--- src/rtl/rsa_cpu_pkg.sv ---
// Shared types and constants for the RSA CPU fetch path.
package rsa_cpu_pkg;

    // Fetch-queue controller states.
    typedef enum logic [1:0] {
        IDLE  = 2'd0,
        FETCH = 2'd1,
        FLUSH = 2'd2,
        DRAIN = 2'd3
    } fetch_state_t;

    // Instruction presented to decode when the queue is empty.
    localparam logic [31:0] NOP_INSTR = 32'h0;

    // Control-transfer opcodes whose resolution produces a redirect.
    localparam logic [3:0] OP_JMP = 4'b1100;
    localparam logic [3:0] OP_JEQ = 4'b1101;
    localparam logic [3:0] OP_JNE = 4'b1110;

    // True for any opcode that can redirect the fetch stream.
    function automatic logic is_jump_op(input logic [3:0] op);
        return (op == OP_JMP) || (op == OP_JEQ) || (op == OP_JNE);
    endfunction

endpackage

--- src/rtl/sync_fifo.sv ---
// Synchronous FIFO with flush, occupancy count and a head output that is
// driven only from storage flops (zero when empty).
module sync_fifo #(
    parameter int WIDTH = 8,
    parameter int DEPTH = 4
) (
    input  logic                       clk_i,
    input  logic                       rst_ni,
    input  logic                       push_i,
    input  logic                       pop_i,
    input  logic                       flush_i,
    input  logic [WIDTH-1:0]           wdata_i,
    output logic [WIDTH-1:0]           head_o,
    output logic [$clog2(DEPTH+1)-1:0] count_o
);

    localparam int PW = (DEPTH > 1) ? $clog2(DEPTH) : 1;
    localparam int CW = $clog2(DEPTH + 1);
    localparam logic [PW-1:0] LAST_PTR = PW'(DEPTH - 1);
    localparam logic [CW-1:0] FULL_CNT = CW'(DEPTH);

    logic [WIDTH-1:0] mem_q [DEPTH];
    logic [PW-1:0]    wr_ptr_q, wr_ptr_d;
    logic [PW-1:0]    rd_ptr_q, rd_ptr_d;
    logic [CW-1:0]    count_q, count_d;
    logic             empty, full, do_push, do_pop;

    // Pointers wrap explicitly so non-power-of-two depths also work.
    function automatic logic [PW-1:0] ptr_inc(input logic [PW-1:0] p);
        return (p == LAST_PTR) ? '0 : p + PW'(1);
    endfunction

    assign empty   = (count_q == '0);
    assign full    = (count_q == FULL_CNT);
    // A pop on empty is ignored; a push while full is only legal alongside a pop.
    assign do_pop  = pop_i && !empty && !flush_i;
    assign do_push = push_i && !flush_i && (!full || do_pop);

    assign head_o  = empty ? '0 : mem_q[rd_ptr_q];
    assign count_o = count_q;

    // Next pointer/occupancy; flush empties the FIFO and overrides push/pop.
    always_comb begin
        wr_ptr_d = wr_ptr_q;
        rd_ptr_d = rd_ptr_q;
        count_d  = count_q;
        if (flush_i) begin
            wr_ptr_d = '0;
            rd_ptr_d = '0;
            count_d  = '0;
        end else begin
            if (do_push) wr_ptr_d = ptr_inc(wr_ptr_q);
            if (do_pop)  rd_ptr_d = ptr_inc(rd_ptr_q);
            case ({do_push, do_pop})
                2'b10:   count_d = count_q + CW'(1);
                2'b01:   count_d = count_q - CW'(1);
                default: count_d = count_q;
            endcase
        end
    end

    // Control state with asynchronous clear.
    always_ff @(posedge clk_i or negedge rst_ni) begin
        if (!rst_ni) begin
            wr_ptr_q <= '0;
            rd_ptr_q <= '0;
            count_q  <= '0;
        end else begin
            wr_ptr_q <= wr_ptr_d;
            rd_ptr_q <= rd_ptr_d;
            count_q  <= count_d;
        end
    end

    // Storage is not reset; the head is masked while the FIFO is empty.
    always_ff @(posedge clk_i) begin
        if (do_push) mem_q[wr_ptr_q] <= wdata_i;
    end

endmodule

--- src/rtl/fetch_queue_unit.sv ---
// Fetch queue: issues in-order instruction-memory reads at the PC register's
// address, buffers returned words with their PCs, and feeds decode. A taken
// jump flushes the queue and discards responses still in flight.
module fetch_queue_unit #(
    parameter int DEPTH   = 4,
    parameter int MAX_OUT = 2,
    parameter int AW      = 32,
    parameter int DW      = 32
) (
    input  logic          clk,
    input  logic          reset,
    input  logic          start,
    input  logic [AW-1:0] pc_addr,
    input  logic          redirect,
    output logic          pc_hold,
    output logic          imem_req,
    output logic [AW-1:0] imem_addr,
    input  logic          imem_gnt,
    input  logic          imem_rvalid,
    input  logic [DW-1:0] imem_rdata,
    output logic          instr_valid,
    output logic [DW-1:0] instr,
    output logic [AW-1:0] instr_pc,
    input  logic          dec_ready,
    output logic          busy
);

    import rsa_cpu_pkg::*;

    localparam int CW = $clog2(DEPTH + 1);
    localparam int OW = $clog2(MAX_OUT + 1);
    localparam logic [OW-1:0] MAX_OUT_C = OW'(MAX_OUT);
    localparam logic [CW:0]   DEPTH_C   = (CW+1)'(DEPTH);

    fetch_state_t     state_q, state_d;
    logic [OW-1:0]    discard_q, discard_d;
    logic [OW-1:0]    outstanding, out_net;
    logic [CW-1:0]    q_count;
    logic [CW:0]      credit_used;
    logic [AW-1:0]    fl_head_pc;
    logic [AW+DW-1:0] q_head;
    logic             resp, redirect_eff, resp_drop, q_push, q_pop, accept;

    // A response is only real while something is outstanding; a stray
    // rvalid (e.g. a late beat after reset) is ignored.
    assign resp         = imem_rvalid && (outstanding != '0);
    // Redirects during FLUSH are already covered by the flush in progress.
    assign redirect_eff = redirect && (state_q != FLUSH);
    // Responses are dropped while discards are pending and on the redirect
    // cycle itself (that response belongs to the abandoned path).
    assign resp_drop    = resp && (redirect_eff || (discard_q != '0));
    assign q_push       = resp && !resp_drop;
    assign q_pop        = instr_valid && dec_ready;
    assign out_net      = outstanding - OW'(resp);

    // Credit rule: queued plus in-flight never exceeds the queue depth, so a
    // response always has a slot waiting for it.
    assign credit_used  = {1'b0, q_count} + (CW+1)'(outstanding);
    assign imem_req     = (state_q == FETCH) && !redirect
                          && (outstanding < MAX_OUT_C) && (credit_used < DEPTH_C);
    assign imem_addr    = pc_addr;
    assign accept       = imem_req && imem_gnt;
    assign pc_hold      = !accept;

    assign busy         = (outstanding != '0) || (discard_q != '0);
    assign instr_valid  = (q_count != '0);
    assign instr_pc     = q_head[AW+DW-1:DW];
    assign instr        = instr_valid ? q_head[DW-1:0] : DW'(NOP_INSTR);

    // PCs of accepted requests, matched in order against returning data.
    sync_fifo #(
        .WIDTH (AW),
        .DEPTH (MAX_OUT)
    ) u_inflight (
        .clk_i   (clk),
        .rst_ni  (reset),
        .push_i  (accept),
        .pop_i   (resp),
        .flush_i (1'b0),
        .wdata_i (pc_addr),
        .head_o  (fl_head_pc),
        .count_o (outstanding)
    );

    // Decoded-ready instruction queue of {pc, instruction}.
    sync_fifo #(
        .WIDTH (AW + DW),
        .DEPTH (DEPTH)
    ) u_iqueue (
        .clk_i   (clk),
        .rst_ni  (reset),
        .push_i  (q_push),
        .pop_i   (q_pop),
        .flush_i (redirect_eff),
        .wdata_i ({fl_head_pc, imem_rdata}),
        .head_o  (q_head),
        .count_o (q_count)
    );

    // Discard counter: a redirect marks everything still in flight after this
    // cycle's response as stale; each dropped response retires one.
    always_comb begin
        discard_d = discard_q;
        if (redirect_eff) begin
            discard_d = out_net;
        end else if (resp_drop) begin
            discard_d = discard_q - OW'(1);
        end
    end

    // Next-state logic for the fetch controller.
    always_comb begin
        state_d = state_q;
        case (state_q)
            IDLE: begin
                if (start) state_d = FETCH;
            end
            FETCH: begin
                if (redirect && (out_net != '0)) state_d = FLUSH;
                else if (!start)                 state_d = DRAIN;
            end
            FLUSH: begin
                if (discard_d == '0) state_d = start ? FETCH : IDLE;
            end
            DRAIN: begin
                if (out_net == '0) state_d = IDLE;
            end
            default: state_d = IDLE;
        endcase
    end

    // Controller state and discard count, cleared asynchronously.
    always_ff @(posedge clk or negedge reset) begin
        if (!reset) begin
            state_q   <= IDLE;
            discard_q <= '0;
        end else begin
            state_q   <= state_d;
            discard_q <= discard_d;
        end
    end

endmodule

--- config.mk ---
export PLATFORM = sky130hd
export DESIGN_NAME = fetch_queue_unit
export DESIGN_NICKNAME = d
export VERILOG_FILES = /design/src/rtl/rsa_cpu_pkg.sv /design/src/rtl/sync_fifo.sv /design/src/rtl/fetch_queue_unit.sv
export SDC_FILE = /design/constraint.sdc
export NUM_CORES = 1
export LEC_CHECK = 0
export ABC_CLOCK_PERIOD_IN_PS = 3600
export CELL_PAD_IN_SITES_DETAIL_PLACEMENT = 0
export CELL_PAD_IN_SITES_GLOBAL_PLACEMENT = 1
export CORE_ASPECT_RATIO = 0.8
export CORE_UTILIZATION = 44
export CTS_BUF_LIST = sky130_fd_sc_hd__clkbuf_8
export DETAILED_ROUTE_END_ITERATION = 7
export PLACE_DENSITY_LB_ADDON = 0.1
export SLEW_MARGIN = 15
export SYNTH_ARGS = -nofsm -noshare
export SYNTH_HDL_FRONTEND = slang
export SYNTH_SLANG_ARGS = --single-unit
--- constraint.sdc ---
create_clock -name clk -period 3.6 [get_ports clk]
set_clock_uncertainty 0.2 [all_clocks]
set_input_delay 1.08 -clock clk [delete_from_list [all_inputs] [get_ports clk]]
set_output_delay 1.08 -clock clk [all_outputs]
set_load 0.005 [all_outputs]
==> impl_metrics.tcl <==
set metrics [dict create \
    status "finished, final reports clean" \
    fin_area_um2 16820 \
    drive_above_1_share_pct 28.87 \
    start_util_pct 45.10 \
    met2_usage_pct 31.68 \
    clk-insertion-delay-late_ns 0.55 \
    cp_data_arrival_time_ns 2.26 \
    grt_max_degree 41 \
    critPathKind "flop to output pin" \
    fillers 2293 \
    internal-power_uw 8519 \
    relSlewSlack_pct 28.51 \
    syn_area_um2 13340 \
    cp.required_ns 2.32 \
    pre_cts_ws_ns -0.5556 \
    synthMuxAreaShare_pct 13.60 \
    synthSimpleGateAreaFrac_pct 5.713 \
    async_reset_ff_share_pct 4.478 \
    rr_worst_depth 8 \
    place_area_um2 15600 \
    cp_max_fo 6 \
    fp-row-count 56 \
    htreeDepth 2 \
    clockRootBuffer "clkbuf_8" \
    worstHoldPathCells 1 \
    power_frac_seq_pct 41.2 \
    yosys.cell_count.top_type "edfxtp_1" \
    ys.flop_type "edfxtp_1" \
    yosysUniqueCellTypes 42 \
    drtPass1Iterations 4 \
    grt_pass1_vias 7440 \
    period_needed_ns 3.543 \
    combPwrFrac_pct 34.9 \
    use_met3_pct 3.941 \
    utilization_pct 56.89 \
    dieArea_um2 31020 \
    yosysSeqAreaShare_pct 74.87 \
    synth-seq-cells 335 \
    wl_um 28030 \
    cp-start-kind "flop" \
    wl_per_cell_um 20.76 \
    grt_setup_unrepaired "true" \
    grt.busiest_layer "met2" \
    maxCapViolations 0 \
    grt_use_total_pct 18.58 \
    yosys_warnings 0 \
    cts_num_sinks 335 \
    synth_xor_area_share_pct 0.3940 \
    syn_area_per_cell_um2 19.41 \
    place_congestion 0.7485 \
    hpwl_um 15630 \
    slew_violations 0 \
    drcViolationCount 0 \
    yosysTopAreaCellShare_pct 72.05 \
    syn_inst 687 \
    netlist_top_cells_count "320 x edfxtp_1, 69 x and2_1, 64 x mux4_2, 44 x nor2_1, 35 x mux2i_1" \
    io_buffers 170 \
    leakage_uw 0.005879 \
    die_w_um 196.7 \
    ir_drop_v 0.0003193 \
    clockBufferDepth 3 \
    met1_usage_pct 23.94 \
    finalCritPeriodShare_pct 98.41 \
    tritoncts "done" \
    max_freq_mhz 282.3 \
    path_clk_slew_ns 0.06 \
    grt_first_pass_wirelength_um 42680 \
    synth_edf_count 320 \
    via_per_inst 5.075 \
    die_height_um 157.7 \
    cts_buffers 52 \
    fp.coreArea_um2 29570 \
    antenna_found_initial 2 \
    initialDrtViolationCount 345 \
    power_uw 12150 \
    setup_violations 0 \
    p_sw_share_pct 29.90 \
    num_vias 6851 \
    ioPinCount 171 \
    pwr_density_cell_nw_per_um2 722.5 \
    hp-class "flop to flop" \
    detail-route-antenna-nets 0 \
    worstMarginPinSlew_ns 1.072 \
    finalHoldViolCount 0 \
    synth_nets 768 \
    synth_top_family_by_area "multiplexers" \
    synthAdderAreaFrac_pct 0.9945 \
    gr-total-overflow 0 \
    synth_area_leader_cell "edfxtp_1" \
    layout_setup_ws_ns 0.05706 \
    clockPowerShare_pct 23.8 \
    layout.nets 982 \
    areaGrowthSynthToFinish_pct 26.13 \
    tns_ns 0 \
    p_sw_uw 3634 \
    synth_compound_area_share_pct 1.379 \
    endpoint_kind "output pin" \
    synth_area_leaders "edfxtp_1 72%, mux4_2 11%, and2_1 3.2%" \
]
-- layout by cell type, fill, tap and decap left out, types with 17 or more instances in the layout --
master	synthesis	final
dlygate4sd2_1	0	22
edfxtp_1	320	320
nor2_1	44	42
clkbuf_8	0	53
mux2i_1	35	35
clkdlybuf4s50_1	0	103
clkbuf_2	0	26
mux4_2	64	64
and2_4	0	37
and2_1	69	32
clkinv_1	0	17
buf_4	32	21
inv_1	10	27
-- stage by stage --
step / hold slack [ns] / std cells
floorplan: 0.2785 / 687
CTS: 0.3582 / 1347
global route: 0.3725 / 1348
global placement: 0.3289 / 1228
detailed placement: 0.3439 / 1228
finish: 0.3540 / 1350
-- registers in the layout, indices dropped and copies added, names as in the netlist --
signal and flops:
discard_q 2, u_iqueue.mem_q 256, u_inflight.rd_ptr_q 1, u_inflight.count_o 2, u_inflight.wr_ptr_q 1, u_inflight.mem_q 64
u_iqueue.count_o 3, u_iqueue.rd_ptr_q 2, state_q 2, u_iqueue.wr_ptr_q 2
-- metal layers --
layer | wire length, um | up-vias | share of wire (%)
met5 | 0 | - | 0
met4 | 619 | 0 | 2.2
met3 | 1538 | 60 | 5.5
met2 | 13640 | 211 | 49
met1 | 12230 | 3471 | 44
li1 | - | 3109 | -
-- cell type report --
type / count / area, um^2 / share of cell area [%]
inverter: 10 / 37.54 / 0.2231
multi-input combinational: 283 / 3090 / 18.37
antenna: 2 / 5.005 / 0.02975
sequential: 335 / 9996 / 59.42
clock inverter: 42 / 217.7 / 1.294
clock buffer: 53 / 729.5 / 4.337
tap: 406 / 508.0 / 3.020
timing repair buffer: 219 / 2237 / 13.30
-- power by group through the flow --
stage               sequential (uW)  clock (uW)  combinational, uW
detailed placement             5080           0               4000
floorplan                      4900           0               2240
CTS                            5020        2990               4420
global placement               5060           0               3940
global route                   5040        3150               4630
finish                         5010        2900               4250
-- kinds of logic after synthesis --
logic type	after synthesis
AO/OA/AOI/OAI	22
XOR/XNOR	6
adder cells (fa/ha/maj)	10
buffers and inverters	72
flip-flops	335
multiplexers	101
AND/OR/NAND/NOR	141
-- worst paths after layout --
path	start	end	slack, ns
worst max-delay path	u_iqueue.rd_ptr_q[0]	instr_pc[1]	0.06
max in group asynchronous	reset	u_iqueue.rd_ptr_q[0]	1.88
worst min-delay path	u_inflight.wr_ptr_q	u_inflight.wr_ptr_q	0.35
worst max register to register	u_iqueue.count_o[0]	u_iqueue.count_o[2]	0.64
worst min register to register	u_inflight.wr_ptr_q	u_inflight.wr_ptr_q	0.35
min in group asynchronous	reset	state_q[1]	0.77
-- what timing repair did --
action	4_1_cts	5_1_grt
cloned	9	1
hold buffers	0	0
endpoints found under the setup margin	67	39
gates resized for setup	185	38
endpoints found under the hold margin	0	0
buffers inserted	17	0
pin swaps	5	1
-- critical path, cell delays in order, from the launching register on --
cell	delay, ns
dfrtp_4	0.51
buf_12	0.14
buf_12	0.12
buf_16	0.14
mux4_2	0.42
and2_4	0.17
clkdlybuf4s15_1	0.20
No activity file was read; power rests on OpenSTA's default activity.
